==> config.mk <==
export PLATFORM = sky130hd
export DESIGN_NAME = sha3_padder
export DESIGN_NICKNAME = d
export VERILOG_FILES = /design/src/rtl/sha3_pkg.sv /design/src/rtl/sha3_pad_word.sv /design/src/rtl/sha3_padder.sv
export SDC_FILE = /design/constraint.sdc
export NUM_CORES = 2
export LEC_CHECK = 0
export CAP_MARGIN = 20
export CORE_AREA = 2 2 484 486
export CTS_BUF_LIST = sky130_fd_sc_hd__clkbuf_8 sky130_fd_sc_hd__clkbuf_16
export CTS_CLUSTER_DIAMETER = 200
export DETAILED_ROUTE_END_ITERATION = 8
export DIE_AREA = 0 0 486 488
export HOLD_SLACK_MARGIN = 0.12
export PLACE_DENSITY_LB_ADDON = 0.2
export SLEW_MARGIN = 20
export SYNTH_ARGS = -nofsm -noshare
export SYNTH_HDL_FRONTEND = slang
export SYNTH_HIERARCHICAL = 1
export SYNTH_SLANG_ARGS = --single-unit
export TNS_END_PERCENT = 100
==> constraint.sdc <==
create_clock -name clk -period 3 [get_ports clk]
set_clock_uncertainty 0.15 [all_clocks]
set_input_delay 0.75 -clock clk [delete_from_list [all_inputs] [get_ports clk]]
set_output_delay 0.75 -clock clk [all_outputs]
set_load 0.03 [all_outputs]
==> src/rtl/sha3_pkg.sv <==
// Shared constants for the SHA-3 padder: rate encodings, domain bytes and FSM states.
package sha3_pkg;

    typedef enum logic [1:0] {
        MODE_576  = 2'b00,
        MODE_832  = 2'b01,
        MODE_1152 = 2'b10,
        MODE_1088 = 2'b11
    } sha3_mode_e;

    typedef enum logic [1:0] {
        ST_ABSORB = 2'b00,
        ST_EMIT   = 2'b01,
        ST_PADBLK = 2'b10
    } pad_state_e;

    localparam logic [4:0] WORDS_576  = 5'd9;
    localparam logic [4:0] WORDS_832  = 5'd13;
    localparam logic [4:0] WORDS_1088 = 5'd17;
    localparam logic [4:0] WORDS_1152 = 5'd18;

    localparam logic [7:0] BYTES_576  = 8'd72;
    localparam logic [7:0] BYTES_832  = 8'd104;
    localparam logic [7:0] BYTES_1088 = 8'd136;
    localparam logic [7:0] BYTES_1152 = 8'd144;

    localparam logic [7:0] DOM_SHA3  = 8'h06;
    localparam logic [7:0] DOM_SHAKE = 8'h1F;
    localparam logic [7:0] PAD_END   = 8'h80;

    function automatic logic [4:0] rate_words(input logic [1:0] m);
        case (m)
            MODE_576:  return WORDS_576;
            MODE_832:  return WORDS_832;
            MODE_1088: return WORDS_1088;
            default:   return WORDS_1152;
        endcase
    endfunction

    function automatic logic [7:0] rate_bytes(input logic [1:0] m);
        case (m)
            MODE_576:  return BYTES_576;
            MODE_832:  return BYTES_832;
            MODE_1088: return BYTES_1088;
            default:   return BYTES_1152;
        endcase
    endfunction

endpackage

==> src/rtl/sha3_pad_word.sv <==
// Combinational word masker: on the final word, clears bytes past nbytes_i and drops the domain byte after the data.
module sha3_pad_word
    import sha3_pkg::*;
(
    input  logic [63:0] word_i,
    input  logic [3:0]  nbytes_i,
    input  logic        final_i,
    input  logic [7:0]  domain_i,
    output logic [63:0] word_o
);

    // Byte 0 sits in the top lane; nbytes_i == 8 passes the word through untouched.
    always_comb begin
        word_o = word_i;
        if (final_i) begin
            for (int b = 0; b < 8; b++) begin
                if (4'(b) > nbytes_i) begin
                    word_o[63-8*b -: 8] = 8'h00;
                end else if (4'(b) == nbytes_i) begin
                    word_o[63-8*b -: 8] = domain_i;
                end else begin
                    word_o[63-8*b -: 8] = word_i[63-8*b -: 8];
                end
            end
        end else begin
            word_o = word_i;
        end
    end

endmodule

==> src/rtl/sha3_padder.sv <==
// SHA-3 multi-rate padder: packs 64-bit words into rate-sized blocks and applies pad10*1 with a domain byte.
// Optional macro SHA3_PADDER_SHAKE_EN adds the xof input selecting the SHAKE domain byte.
module sha3_padder
    import sha3_pkg::*;
(
    input  logic          clk,
    input  logic          rst_n,
    input  logic [1:0]    mode,
`ifdef SHA3_PADDER_SHAKE_EN
    input  logic          xof,
`endif
    input  logic [63:0]   in_data,
    input  logic          in_valid,
    input  logic          in_last,
    input  logic [3:0]    in_bytes,
    output logic          in_ready,
    output logic [1151:0] blk_data,
    output logic [1:0]    blk_mode,
    output logic          blk_valid,
    input  logic          blk_ready,
    output logic          blk_last
);

    pad_state_e    state_q, state_d;
    logic [4:0]    w_q, w_d;
    logic [1:0]    mode_q, mode_d;
    logic          xof_q, xof_d, last_q, last_d, pend_q, pend_d, msg_q, msg_d;
    logic [1151:0] buf_q, buf_d;

    logic          xof_in_s, accept_s, xof_eff_s, full_s, pad_full_s;
    logic [1:0]    mode_eff_s;
    logic [4:0]    rw_s;
    logic [7:0]    rb_s, rb_q_s, dom_s, dom_q_s;
    logic [3:0]    nbytes_s;
    logic [10:0]   wbase_s, endpos_s, endpos_q_s;
    logic [63:0]   word_s;

`ifdef SHA3_PADDER_SHAKE_EN
    assign xof_in_s = xof;
`else
    assign xof_in_s = 1'b0;
`endif

    // Mode and xof are frozen for the rest of a message once its first word is taken.
    assign accept_s   = in_valid && (state_q == ST_ABSORB);
    assign mode_eff_s = msg_q ? mode_q : mode;
    assign xof_eff_s  = msg_q ? xof_q : xof_in_s;
    assign rw_s       = rate_words(mode_eff_s);
    assign rb_s       = rate_bytes(mode_eff_s);
    assign rb_q_s     = rate_bytes(mode_q);
    assign nbytes_s   = (in_bytes > 4'd8) ? 4'd8 : in_bytes;
    assign dom_s      = xof_eff_s ? DOM_SHAKE : DOM_SHA3;
    assign dom_q_s    = xof_q ? DOM_SHAKE : DOM_SHA3;
    assign full_s     = (w_q == (rw_s - 5'd1));
    assign pad_full_s = in_last && full_s && (nbytes_s == 4'd8);
    assign wbase_s    = 11'd1151 - {w_q, 6'd0};
    assign endpos_s   = 11'd1151 - {rb_s - 8'd1, 3'd0};
    assign endpos_q_s = 11'd1151 - {rb_q_s - 8'd1, 3'd0};

    sha3_pad_word u_pad_word (
        .word_i   (in_data),
        .nbytes_i (nbytes_s),
        .final_i  (in_last),
        .domain_i (dom_s),
        .word_o   (word_s)
    );

    // State register.
    always_ff @(posedge clk or negedge rst_n) begin
        if (!rst_n) begin
            state_q <= ST_ABSORB;
        end else begin
            state_q <= state_d;
        end
    end

    // Next-state logic.
    always_comb begin
        state_d = state_q;
        case (state_q)
            ST_ABSORB: begin
                if (accept_s && (full_s || in_last)) begin
                    state_d = ST_EMIT;
                end else begin
                    state_d = ST_ABSORB;
                end
            end
            ST_EMIT: begin
                if (blk_ready) begin
                    state_d = pend_q ? ST_PADBLK : ST_ABSORB;
                end else begin
                    state_d = ST_EMIT;
                end
            end
            ST_PADBLK: state_d = ST_EMIT;
            default:   state_d = ST_ABSORB;
        endcase
    end

    // Output decode.
    always_comb begin
        in_ready  = (state_q == ST_ABSORB);
        blk_valid = (state_q == ST_EMIT);
    end

    assign blk_data = buf_q;
    assign blk_mode = mode_q;
    assign blk_last = last_q;

    // Block buffer and message bookkeeping next-state.
    always_comb begin
        buf_d  = buf_q;
        w_d    = w_q;
        mode_d = mode_q;
        xof_d  = xof_q;
        last_d = last_q;
        pend_d = pend_q;
        msg_d  = msg_q;
        case (state_q)
            ST_ABSORB: begin
                if (accept_s) begin
                    mode_d = mode_eff_s;
                    xof_d  = xof_eff_s;
                    msg_d  = !in_last;
                    w_d    = w_q + 5'd1;
                    buf_d[wbase_s -: 64] = word_s;
                    if (in_last && !pad_full_s) begin
                        // A full final word pushes the domain byte to the start of the next word.
                        if (nbytes_s == 4'd8) begin
                            buf_d[wbase_s - 11'd64 -: 8] = dom_s;
                        end else begin
                            buf_d[wbase_s -: 64] = word_s;
                        end
                        buf_d[endpos_s -: 8] = buf_d[endpos_s -: 8] | PAD_END;
                        last_d = 1'b1;
                        pend_d = 1'b0;
                    end else begin
                        last_d = 1'b0;
                        pend_d = pad_full_s;
                    end
                end else begin
                    w_d = w_q;
                end
            end
            ST_EMIT: begin
                if (blk_ready) begin
                    buf_d  = '0;
                    w_d    = 5'd0;
                    pend_d = 1'b0;
                end else begin
                    buf_d = buf_q;
                end
            end
            ST_PADBLK: begin
                buf_d                  = '0;
                buf_d[1151 -: 8]       = dom_q_s;
                buf_d[endpos_q_s -: 8] = PAD_END;
                last_d                 = 1'b1;
                w_d                    = 5'd0;
            end
            default: begin
                buf_d = '0;
                w_d   = 5'd0;
            end
        endcase
    end

    // Datapath registers.
    always_ff @(posedge clk or negedge rst_n) begin
        if (!rst_n) begin
            buf_q  <= '0;
            w_q    <= 5'd0;
            mode_q <= 2'b00;
            xof_q  <= 1'b0;
            last_q <= 1'b0;
            pend_q <= 1'b0;
            msg_q  <= 1'b0;
        end else begin
            buf_q  <= buf_d;
            w_q    <= w_d;
            mode_q <= mode_d;
            xof_q  <= xof_d;
            last_q <= last_d;
            pend_q <= pend_d;
            msg_q  <= msg_d;
        end
    end

endmodule

==> impl_metrics.py <==
metrics = {
    "die": {
        "initial_core_util": 0.220,
        "ios": 1232,
        "fp.dieH_microns": 488,
        "coreArea_sq_mm": 0.232,
        "rows": 177,
        "die_area_sq_mm": 0.237,
        "die_w_microns": 486,
    },
    "cts": {
        "htree_levels": 4,
        "cts_sinks": 1165,
        "clockBufferDepth": 3,
        "clk_latency_ps": 830,
        "clk_pin_slew_worst_paths_ps": 60,
        "ctsRootBufferMaster": "clkbuf_16",
        "cts_tree": "done",
        "cts_buffers": 143,
    },
    "placement": {
        "globalplace.congestion": 0.910,
        "dpl_cell_area_sq_mm": 0.0735,
        "numPortBuffers": 1231,
        "dpl.hpwl_mm": 234,
        "dp_cells": 10000,
    },
    "sta": {
        "finalHoldViolations": 0,
        "holdWs_ps": 247,
        "min_period_ps": 2990,
        "slew_viol_final": 0,
        "rsz0062_at_grt": "false",
        "relSlewSlack": 0.416,
        "fmax_ghz": 0.335,
        "fin_crit_sh": 0.995,
        "worstMarginPinSlew_ps": 876,
        "setup_viol": 0,
    },
    "job": {
        "cap_viol_max_count": 0,
    },
    "route": {
        "drt-total-wl_mm": 323,
        "vias": 52800,
        "drtIter0Drc": 5448,
        "drc": 0,
        "ant_nets": 0,
        "vias_per_cell": 5.11,
        "wl_per_cell_microns": 31.3,
        "dr.pass1.iters": 8,
    },
    "logic_synthesis": {
        "ys_ff_latch": 1165,
        "synth-async-reset-ratio": 1.00,
        "netlist_top_cells_count": "dfrtp_1 (1,165), nand2_1 (1,162), a21oi_1 (1,031)",
        "synth_edf_count": 0,
        "synth.most_common_cell": "dfrtp_1",
        "avgSynthCellArea_sq_um": 9.01,
        "yosysTopAreaCell": "dfrtp_1",
        "synthFlopType": "dfrtp_1",
        "yosysTopAreaCellShare": 0.571,
        "ys_warn_count": 6,
        "ys_seq_area_frac": 0.571,
        "yosysUniqueCellTypes": 87,
        "netlist_instances": 5665,
        "netlist_top_cells_area": "dfrtp_1 (57%), a21oi_1 (10%), nand3_1 (10%), nand2_1 (8.5%), clkbuf_1 (3.5%)",
        "netlist_area_sq_mm": 0.0511,
    },
    "global_routing": {
        "grt_max_degree": 143,
        "grtUsageTotal": 0.263,
        "grt_pass1_vias": 51300,
        "gr-total-overflow": 0,
        "grt_first_pass_wirelength_mm": 438,
        "grt_antenna_before_repair": 39,
    },
    "cells_and_area": {
        "drive_above_1_share": 0.154,
        "fin_area_sq_mm": 0.0786,
        "area_growth_pct": 53.8,
        "fin_nets": 7255,
        "fin_cells": 10300,
        "fillCellCount": 23800,
    },
    "hold_path": {
        "min-delay-start": "mode[1]",
        "whs_endpoint": "blk_mode[1]$_DFFE_PN0P_",
        "hp-class": "in -> reg",
        "worstHoldPathCells": 3,
    },
    "setup_path": {
        "required_ps": 2100,
        "cpPeakStageDelay_ps": 440,
        "crit_slowest_cell": "nor2_2",
        "path_common_cell": "buf_4",
        "reg2reg_slack_ps": 70,
        "worstSetupStartpointType": "flop",
        "cp_max_fo": 11,
        "crit_path_end_kind": "output port",
        "worstPathCellList": "buf_4 -> nor2_2 -> buf_4",
        "reg2reg_to": "blk_data[126]$_DFFE_PN0P_",
        "critical_path_class": "reg -> out",
        "cp_data_arrival_time_ps": 2090,
        "r2r_start": "w_q[1]$_DFFE_PN0P_",
        "r2r_cells": 10,
    },
    "power": {
        "ir_drop_mv": 0.507,
        "p_per_area_mw_per_mm2": 710,
        "power_leakage_nw": 32.3,
    },
    "run_status": {
        "outcome": "finished, final reports clean",
    },
}
-- worst max-delay path: cells and delay by family, from the launching register on --
kind | cells | cell delay [ps]
AND/OR/NAND/NOR | 1 | 440
flip-flops | 1 | 370
buffers and inverters | 2 | 450
-- stage by stage --
| step | total power, mW | setup WS (ps) | util | setup TNS [ps] |
|---|---|---|---|---|
| 2_1_floorplan | 26.0 | -113 | - | -984 |
| 3_3_place_gp | 37.8 | -1120 | 0.317 | -557650 |
| 3_5_place_dp | 37.9 | -1100 | 0.317 | -584760 |
| 4_1_cts | 55.8 | 0.362 | 0.338 | 0 |
| 5_1_grt | 57.5 | 0.479 | 0.339 | 0 |
| 6_report | 55.8 | 14.0 | 0.339 | 0 |
-- cell usage in the layout (no fill, tap or decap), drive strengths merged, types with 41 or more instances in the layout --
cell type / Yosys / final
dlygate4sd2: 0 / 45
clkdlybuf4s50: 0 / 1180
clkbuf: 481 / 178
buf: 136 / 712
o21ai: 113 / 113
nand3: 1023 / 1023
a32o: 41 / 41
a21oi: 1031 / 1031
nand2: 1162 / 1162
inv: 25 / 70
nor2: 76 / 76
dfrtp: 1165 / 1165
-- worst max-delay path by stage --
stage | end | startpoint | slack (ps) | cells after the start
floorplan | blk_data[760]$_DFFE_PN0P_ | in_bytes[3] | -110 | 10
global placement | blk_data[324]$_DFFE_PN0P_ | in_bytes[3] | -1120 | 12
detailed placement | blk_data[324]$_DFFE_PN0P_ | in_bytes[3] | -1100 | 12
CTS | blk_data[382] | blk_data[382]$_DFFE_PN0P_ | 0.4 | 1
global route | blk_data[312]$_DFFE_PN0P_ | in_bytes[3] | 0.5 | 8
finish | in_ready | state_q[1]$_DFF_PN0_ | 10 | 3
-- where the power goes --
part	switching, mW	total (mW)	internal, mW
logic	14.3	20.8	6.42
registers	0.852	17.4	16.6
clock network	7.64	17.6	9.93
-- repair_timing --
action,in CTS,in global routing
hold buffers,1,0
hold endpoints to repair,45,0
resized for setup,64,24
buffers inserted,17,0
pin swaps,9,6
setup endpoints to repair,633,373
gates cloned,0,2
-- cell families (layout without fill, tap and decap cells) --
family / after synthesis / after routing / share of synthesized area
AND/OR/NAND/NOR: 2400 / 2400 / 0.210
AO/OA/AOI/OAI: 1417 / 1417 / 0.160
flip-flops: 1165 / 1165 / 0.571
buffers and inverters: 643 / 2223 / 0.0505
multiplexers: 20 / 20 / 0.00417
adder cells (fa/ha/maj): 10 / 10 / 0.00245
XOR/XNOR: 8 / 8 / 0.00137
other: 2 / 45 / 0.000147
-- state kept, by name (all words and copies together), names as in the netlist --
name	flops
blk_data	1152
w_q	5
blk_mode	2
state_q	2
blk_last	1
msg_q	1
pend_q	1
xof_q	1
-- routing by layer --
layer / routed length [microns] / GRT usage / up-vias / part of all wire
met5: 13 / 0 / - / 0.000040
met1: 136000 / 0.350 / 27100 / 0.42
li1: - / - / 22600 / -
met3: 27500 / 0.0650 / 436 / 0.085
met2: 145000 / 0.408 / 2683 / 0.45
met4: 14400 / 0.108 / 2 / 0.045
-- area by class of cell --
cell class              instances  area [sq um]  area share
clock inverters                77           673     0.00857
clock buffers                 176          4030      0.0513
repair buffers               1944         20200       0.257
well taps                    3043          3810      0.0485
diodes                         10          25.0    0.000319
multi-input cells            3890         20600       0.262
inverters                      26           106     0.00135
flip-flops and latches       1165         29200       0.371
(Power assumes the default switching activity.)
